$ cat src/rtl/out_bank_hs_if.sv
// Host write port, consumer acks and per-channel outputs of the out_bank_hs register bank.
// Each channel offers valid with its data; the consumer takes it by raising ack while valid.
interface out_bank_hs_if #(
    parameter int NCH = 16,
    parameter int AW  = 4,
    parameter int DW  = 8
);
    logic                   enable;
    logic [AW-1:0]          addr;
    logic                   bcast;
    logic [DW-1:0]          in_data;
    logic [NCH-1:0]         ack;
    logic                   clr_overrun;
    logic [NCH*(DW+1)-1:0]  out_bus;
    logic [NCH-1:0]         overrun;
    logic                   addr_err;

    modport master (
        output enable, addr, bcast, in_data, ack, clr_overrun,
        input  out_bus, overrun, addr_err
    );

    modport slave (
        input  enable, addr, bcast, in_data, ack, clr_overrun,
        output out_bus, overrun, addr_err
    );
endinterface

$ cat src/rtl/out_bank_hs.sv
// Parametrised output register bank: addressed or broadcast writes, per-channel ack
// handshake, sticky overrun flags and an optional auto-expire timer on valid.
module out_bank_hs #(
    parameter int NCH      = 16,
    parameter int AW       = 4,
    parameter int DW       = 8,
    parameter int HOLD_CYC = 0
) (
    input  logic          clk,
    input  logic          reset,
    out_bank_hs_if.slave  bus
);
    logic [DW-1:0]  data_q [NCH];
    logic [NCH-1:0] valid_q;
    logic [NCH-1:0] overrun_q;
    logic           addr_err_q;

    logic [NCH-1:0] wr;
    logic [NCH-1:0] acked;
    logic [NCH-1:0] expire;
    logic [NCH-1:0] ovr_set;
    logic [31:0]    addr_ext;
    logic           addr_bad;

    assign addr_ext = 32'(bus.addr);
    assign addr_bad = (addr_ext >= 32'(NCH));

    always_comb begin
        wr = '0;
        if (bus.enable) begin
            if (bus.bcast) begin
                wr = '1;
            end else begin
                for (int c = 0; c < NCH; c++) begin
                    if (addr_ext == 32'(c)) wr[c] = 1'b1;
                end
            end
        end
    end

    // An ack on the write edge consumes the old value, so only an unacked rewrite overruns.
    assign acked   = bus.ack & valid_q;
    assign ovr_set = wr & valid_q & ~bus.ack;

    always_ff @(posedge clk) begin
        if (reset) begin
            for (int c = 0; c < NCH; c++) data_q[c] <= '0;
            valid_q    <= '0;
            overrun_q  <= '0;
            addr_err_q <= 1'b0;
        end else begin
            for (int c = 0; c < NCH; c++) begin
                if (wr[c]) begin
                    data_q[c]  <= bus.in_data;
                    valid_q[c] <= 1'b1;
                end else if (acked[c] || expire[c]) begin
                    valid_q[c] <= 1'b0;
                end
            end
            overrun_q  <= (bus.clr_overrun ? '0 : overrun_q) | ovr_set;
            addr_err_q <= bus.enable && !bus.bcast && addr_bad;
        end
    end

    generate
        if (HOLD_CYC > 0) begin : g_timer
            localparam int TW = $clog2(HOLD_CYC + 1);
            logic [TW-1:0] tmr_q [NCH];

            always_ff @(posedge clk) begin
                for (int c = 0; c < NCH; c++) begin
                    if (reset) begin
                        tmr_q[c] <= '0;
                    end else if (wr[c]) begin
                        tmr_q[c] <= TW'(HOLD_CYC);
                    end else if (acked[c]) begin
                        tmr_q[c] <= '0;
                    end else if (valid_q[c] && (tmr_q[c] != '0)) begin
                        tmr_q[c] <= tmr_q[c] - TW'(1);
                    end
                end
            end

            // valid drops on the same edge the counter steps from 1 to 0
            always_comb begin
                expire = '0;
                for (int c = 0; c < NCH; c++) begin
                    expire[c] = valid_q[c] && (tmr_q[c] == TW'(1));
                end
            end
        end else begin : g_no_timer
            assign expire = '0;
        end
    endgenerate

    logic [NCH*(DW+1)-1:0] out_bus_w;

    always_comb begin
        out_bus_w = '0;
        for (int c = 0; c < NCH; c++) begin
            out_bus_w[c*(DW+1) +: DW+1] = {valid_q[c], data_q[c]};
        end
    end

    assign bus.out_bus  = out_bus_w;
    assign bus.overrun  = overrun_q;
    assign bus.addr_err = addr_err_q;
endmodule

$ cat src/flat_wrapper.sv
// flat-port wrapper written by rule: the top's interface ports become plain ports
module out_bank_hs_flat 
#(
    parameter int NCH      = 16,
    parameter int AW       = 4,
    parameter int DW       = 8,
    parameter int HOLD_CYC = 0
)
  (clk, reset, bus_enable, bus_addr, bus_bcast, bus_in_data, bus_ack, bus_clr_overrun, bus_out_bus, bus_overrun, bus_addr_err);
  out_bank_hs_if #(.NCH(NCH), .AW(AW), .DW(DW)) bus_i ();
  input  logic clk;
  input  logic reset;
  input wire logic [$bits(bus_i.enable)-1:0] bus_enable;
  input wire logic [$bits(bus_i.addr)-1:0] bus_addr;
  input wire logic [$bits(bus_i.bcast)-1:0] bus_bcast;
  input wire logic [$bits(bus_i.in_data)-1:0] bus_in_data;
  input wire logic [$bits(bus_i.ack)-1:0] bus_ack;
  input wire logic [$bits(bus_i.clr_overrun)-1:0] bus_clr_overrun;
  output wire logic [$bits(bus_i.out_bus)-1:0] bus_out_bus;
  output wire logic [$bits(bus_i.overrun)-1:0] bus_overrun;
  output wire logic [$bits(bus_i.addr_err)-1:0] bus_addr_err;
  assign bus_i.enable = bus_enable;
  assign bus_i.addr = bus_addr;
  assign bus_i.bcast = bus_bcast;
  assign bus_i.in_data = bus_in_data;
  assign bus_i.ack = bus_ack;
  assign bus_i.clr_overrun = bus_clr_overrun;
  assign bus_out_bus = bus_i.out_bus;
  assign bus_overrun = bus_i.overrun;
  assign bus_addr_err = bus_i.addr_err;
  out_bank_hs #(.NCH(NCH), .AW(AW), .DW(DW), .HOLD_CYC(HOLD_CYC)) u_core (.clk(clk), .reset(reset), .bus(bus_i));
endmodule
$ cat config.mk
export PLATFORM = sky130hd
export DESIGN_NAME = out_bank_hs_flat
export DESIGN_NICKNAME = d
export VERILOG_FILES = /design/src/rtl/out_bank_hs_if.sv /design/src/rtl/out_bank_hs.sv /design/src/flat_wrapper.sv
export SDC_FILE = /design/constraint.sdc
export NUM_CORES = 1
export LEC_CHECK = 0
export CAP_MARGIN = 20
export CORE_ASPECT_RATIO = 0.6
export CORE_UTILIZATION = 46
export CTS_BUF_LIST = sky130_fd_sc_hd__clkbuf_2
export DETAILED_ROUTE_END_ITERATION = 10
export GPL_TIMING_DRIVEN = 0
export HOLD_SLACK_MARGIN = 0.06
export PLACE_DENSITY_LB_ADDON = 0.2
export SYNTH_ARGS = -nofsm -noshare
export SYNTH_HDL_FRONTEND = slang
export SYNTH_SLANG_ARGS = --single-unit
export TNS_END_PERCENT = 20
$ cat constraint.sdc
create_clock -name clk -period 3.4 [get_ports clk]
set_input_delay 0.34 -clock clk [delete_from_list [all_inputs] [get_ports clk]]
set_output_delay 0.34 -clock clk [all_outputs]
set_load 0.01 [all_outputs]
# Word-level counts from Yosys, hierarchy flattened
# Memories as Yosys holds them, arrays and structs flattened.
# Index checks and enable logic that the tools add are counted.
# op_classes
order_cmp,1
muxes,117
n_div,0
n_shift,0
reduce_logical,20
bitwise,21
multipliers,0
n_addsub,0
eq_ne,15
# op_table
cell,n
2-to-1 mux 8 bit,16
2-to-1 mux 1 bit,98
bitwise AND 16 bit,3
2-to-1 mux 16 bit,3
== test 4 bit (second input constant),8
zero test 32 bit,1
nonzero test 2 bit,16
== test 4 x 3 -> 1 bit (second input constant),4
inverter 16 bit,1
OR 1 bit,16
OR 16 bit,1
== test 4 x 2 -> 1 bit (second input constant),2
>= comparator 4 x 5 -> 1 bit (second input constant),1
== test 4 x 1 -> 1 bit (second input constant),1
logical AND 1 bit,2
zero test 1 bit,1
# word_totals
register_bits,33
out_inout_bits,161
romBits,0
ramBits,128
elab_cells,193
input_bits,33
memories,1
latch_bits,0
# memory_table
memory,words,word_bits,read_ports,rd_ports_with_merged_regs,wr,line,rtl
u_core.data_q,16,8,16,0,16,out_bank_hs.sv:13,logic [DW-1:0] data_q [NCH];

# Longest topological paths before layout
# depth
depth_word,8
depth_mapped,5
depth_no_buf,3

# Worst setup path before layout
# Ideal clock, no wire load.
# synth_path
path_kind,input-to-reg
startpoint,input port bus_bcast
endpoint,memory u_core.data_q[12][0] (netlist: u_core.data_q[1][32]) (enable)
path_buffers,2
slack_ps,1752
stages,4
arrival_ps,1274
required_time_ps,3025
path_cell_list,buf_2 -> buf_4 -> a31oi_1 -> o21bai_1
# synth_rtl
element,line,rtl
start: declaration,flat_wrapper.sv:15,input wire logic [$bits(bus_i.bcast)-1:0] bus_bcast;
end: declaration,out_bank_hs.sv:13,

# Worst setup path after layout
# layout_path
startpoint,register u_core.valid_q[13]
endpoint,output port bus_out_bus[125]
# layout_rtl
element,line,rtl
start: declaration,out_bank_hs.sv:14,logic [NCH-1:0] valid_q;
start signal: assignment,out_bank_hs.sv:48,valid_q <= '0;
start signal: indexed assignment,out_bank_hs.sv:55,valid_q[c] <= 1'b1;
start signal: indexed assignment,out_bank_hs.sv:57,valid_q[c] <= 1'b0;
end: declaration,flat_wrapper.sv:19,output wire logic [$bits(bus_i.out_bus)-1:0] bus_out_bus;
# No word-level cell between the ends.

==> out/metrics.csv <==
metric,value,unit
Slew @ Worst Pin,1.04,ns
yosys warns,0,
"EDFF count, synth",128,
synthesized cell area,0.00596,mm²
GR Overflow Total,0,
"Power, Total",3.99,mW
Placed Instances,763,
max-slew violations,0,
Post-DP Area,0.00807,mm²
vias per inst,5.17,
Synth top area share,64.5,%
post-layout instance area,0.00830,mm²
GRT Total Usage,24.1,%
fmax,490,MHz
min Tclk post-route,2.04,ns
total number of vias,4110,
max_slew headroom,30.8,%
Starting Density,48.3,%
register area,0.00448,mm²
final setup TNS,0,ns
initial antenna violation count,0,
r2r startpoint,u_core.valid_q[13]$_SDFFE_PP0P_,
antenna fix cells,0,
Clock Path Buffers,2,
most frequent cell after synthesis,edfxtp_1,
I/O Buffers,190,
Residual DRC,0,
# setup viols final,0,
hold_buf cts,0,
Comb pwr share,16.5,%
H-tree depth,4,
largest net degree at the start of global routing,18,
"Seq/Total Area, Yosys",75.3,%
"Cell Chain, Critical Path",clkdlybuf4s50_1,
asr flop ratio synth,0,%
hpwl dp,11200,µm
worst hold slack,0.143,ns
synth cell count leaders,"edfxtp_1 (128), nor2_1 (89), dfxtp_1 (32), nand2b_1 (32), nand2_1 (14)",
"top cells by area, synth","edfxtp_1 (65%), dfxtp_1 (11%), nor2_1 (5.6%)",
Clock Skew,0.0340,ns
"IR drop worst, VDD",0.366,mV
Final Worst Setup Slack,1.36,ns
leakage power,3.03,nW
CP Launch Point,u_core.valid_q[13]$_SDFFE_PP0P_,
Setup CP Type,flop to primary output,
Sw Pwr,1.13,mW
Post-Syn Nets,441,
global placer's final weighted congestion,0.836,
worst hold path type,primary input to flop,
Die Span X,149,µm
clock power share,24.9,%
unrepaired setup endpoints after global routing,no,
Syn Inst Count,408,
"delay-heaviest family, CP",buffers and inverters,
final hold vios,0,
clock root buffer,clkbuf_2,
CTS tree,built,
Num CTS Buffers,17,
Die Y,90.1,µm
synth unique cells,31,
pre-CTS WS,0.738,ns
multi-input logic area,0.00128,mm²
Syn Area/Cell,14.6,µm²
First DRT Iteration DRCs,246,
core area,0.0123,mm²
post-synth top area cell,edfxtp_1,
MaxCap Viol Count,0,
endpoint class of the critical path,primary output,
Fillers,907,
sw frac,28.4,%
final worst-path cycle share,60.0,%
area growth from synthesis to layout,39.3,%
Cell Pwr Density,481,mW/mm²
first-pass GRT wire length,23400,µm
most common flop cell mapped by yosys,edfxtp_1,
register bit count reported by yosys,160,
HP Start,bus_enable,
status,finished clean,
CTS resizes,0,
final core area utilization,67.3,%
share of layout cells above drive strength 1,12.9,%
post-CTS setup buffers,0,
Die Area,0.0134,mm²
Final ANT Viol Nets,0,
"Clk pin slew, worst setup/hold paths",0.27,ns
vias in the first global route,4120,
crit path launch type,flop,
CP Buf/Inv Count,1,
worst skew pair latency,0.72,ns
WP data required,3.06,ns
Power Internal,2.85,mW
"Arr. time, crit path",1.70,ns
Reg power frac,58.5,%
nets,650,
CP max FO,3,
row cnt,31,
router iterations before antenna repair,5,
Sink Count,160,
wire length per cell,19.3,µm
Slowest cell on crit path,clkdlybuf4s50_1,
final non-filler cell total,795,
Worst path max stage delay,0.57,ns
final wirelength,15400,µm
I/O Pins,194,
## flip-flops by register name, summed over array words and instances, names as in the netlist
register / cells
u_core.bus.overrun: 16
u_core.data_q: 128
u_core.valid_q: 16
## power by group through the flow
stage	Sequential [mW]	Clock, mW	Combinational, mW
floorplan	2.46	0	0.160
global placement	2.37	0	0.649
global route	2.35	1.08	0.699
finish	2.33	0.994	0.660
CTS	2.34	1.00	0.662
detailed placement	2.38	0	0.658
## kinds of logic after synthesis
| group | count (synthesis) | synth area share [%] |
|---|---|---|
| flip-flops | 160 | 75.3 |
| other | 1 | 0.0630 |
| AO/OA/AOI/OAI | 54 | 7.14 |
| buffers and inverters | 36 | 3.28 |
| AND/OR/NAND/NOR | 157 | 14.2 |
## final timing paths
| kind | slack [ns] | cells past startpoint | to |
|---|---|---|---|
| worst max-delay path | 1.36 | 1 | bus_out_bus[125] |
| worst min-delay path | 0.14 | 3 | u_core.data_q[0][4]$_SDFFCE_PN0P_ |
| worst max register to register | 2.55 | 2 | u_core.bus.overrun[13]$_SDFF_PP0_ |
| worst min register to register | 0.48 | 2 | u_core.bus.overrun[5]$_SDFF_PP0_ |
## routing by layer
metal | share of wire [%] | track usage [%]
met2 | 45 | 36.1
met5 | 0 | 0
met1 | 42 | 32.1
met3 | 11 | 9.29
met4 | 2.0 | 8.16
## cell usage in the layout, fill, tap and decap left out, drive strengths merged
cell type / Yosys / final
nand2b: 32 / 32
nand2: 14 / 14
buf: 20 / 20
conb: 1 / 1
a21oi: 1 / 1
a21o: 7 / 7
a31o: 2 / 2
edfxtp: 128 / 128
a22o: 3 / 3
o21bai: 2 / 2
nor4: 1 / 1
clkbuf: 6 / 23
nor4b: 4 / 4
o21ai: 12 / 12
inv: 10 / 19
and4b: 1 / 1
clkinvlp: 0 / 2
a41o: 2 / 2
a31oi: 1 / 1
nor3b: 6 / 6
dfxtp: 32 / 32
nor2b: 3 / 3
clkinv: 0 / 4
o22ai: 12 / 12
clkdlybuf4s50: 0 / 190
o31ai: 12 / 12
nor2: 92 / 92
and4bb: 4 / 4
## layout make-up
type	instances	area share [%]
buffer	26	1.90
sequential	160	54.1
multi-input combinational	212	15.4
inverter	10	0.452
clock inverter	15	1.75
tap	165	2.49
timing repair buffer	190	22.9
clock buffer	17	1.03
## tightest hold or removal path: cells and delay by family
family / cells / cell delay (ns)
buffers and inverters: 1 / 0.15
AO/OA/AOI/OAI: 1 / 0.14
AND/OR/NAND/NOR: 1 / 0.11
No activity file was read; power rests on OpenSTA's default activity.
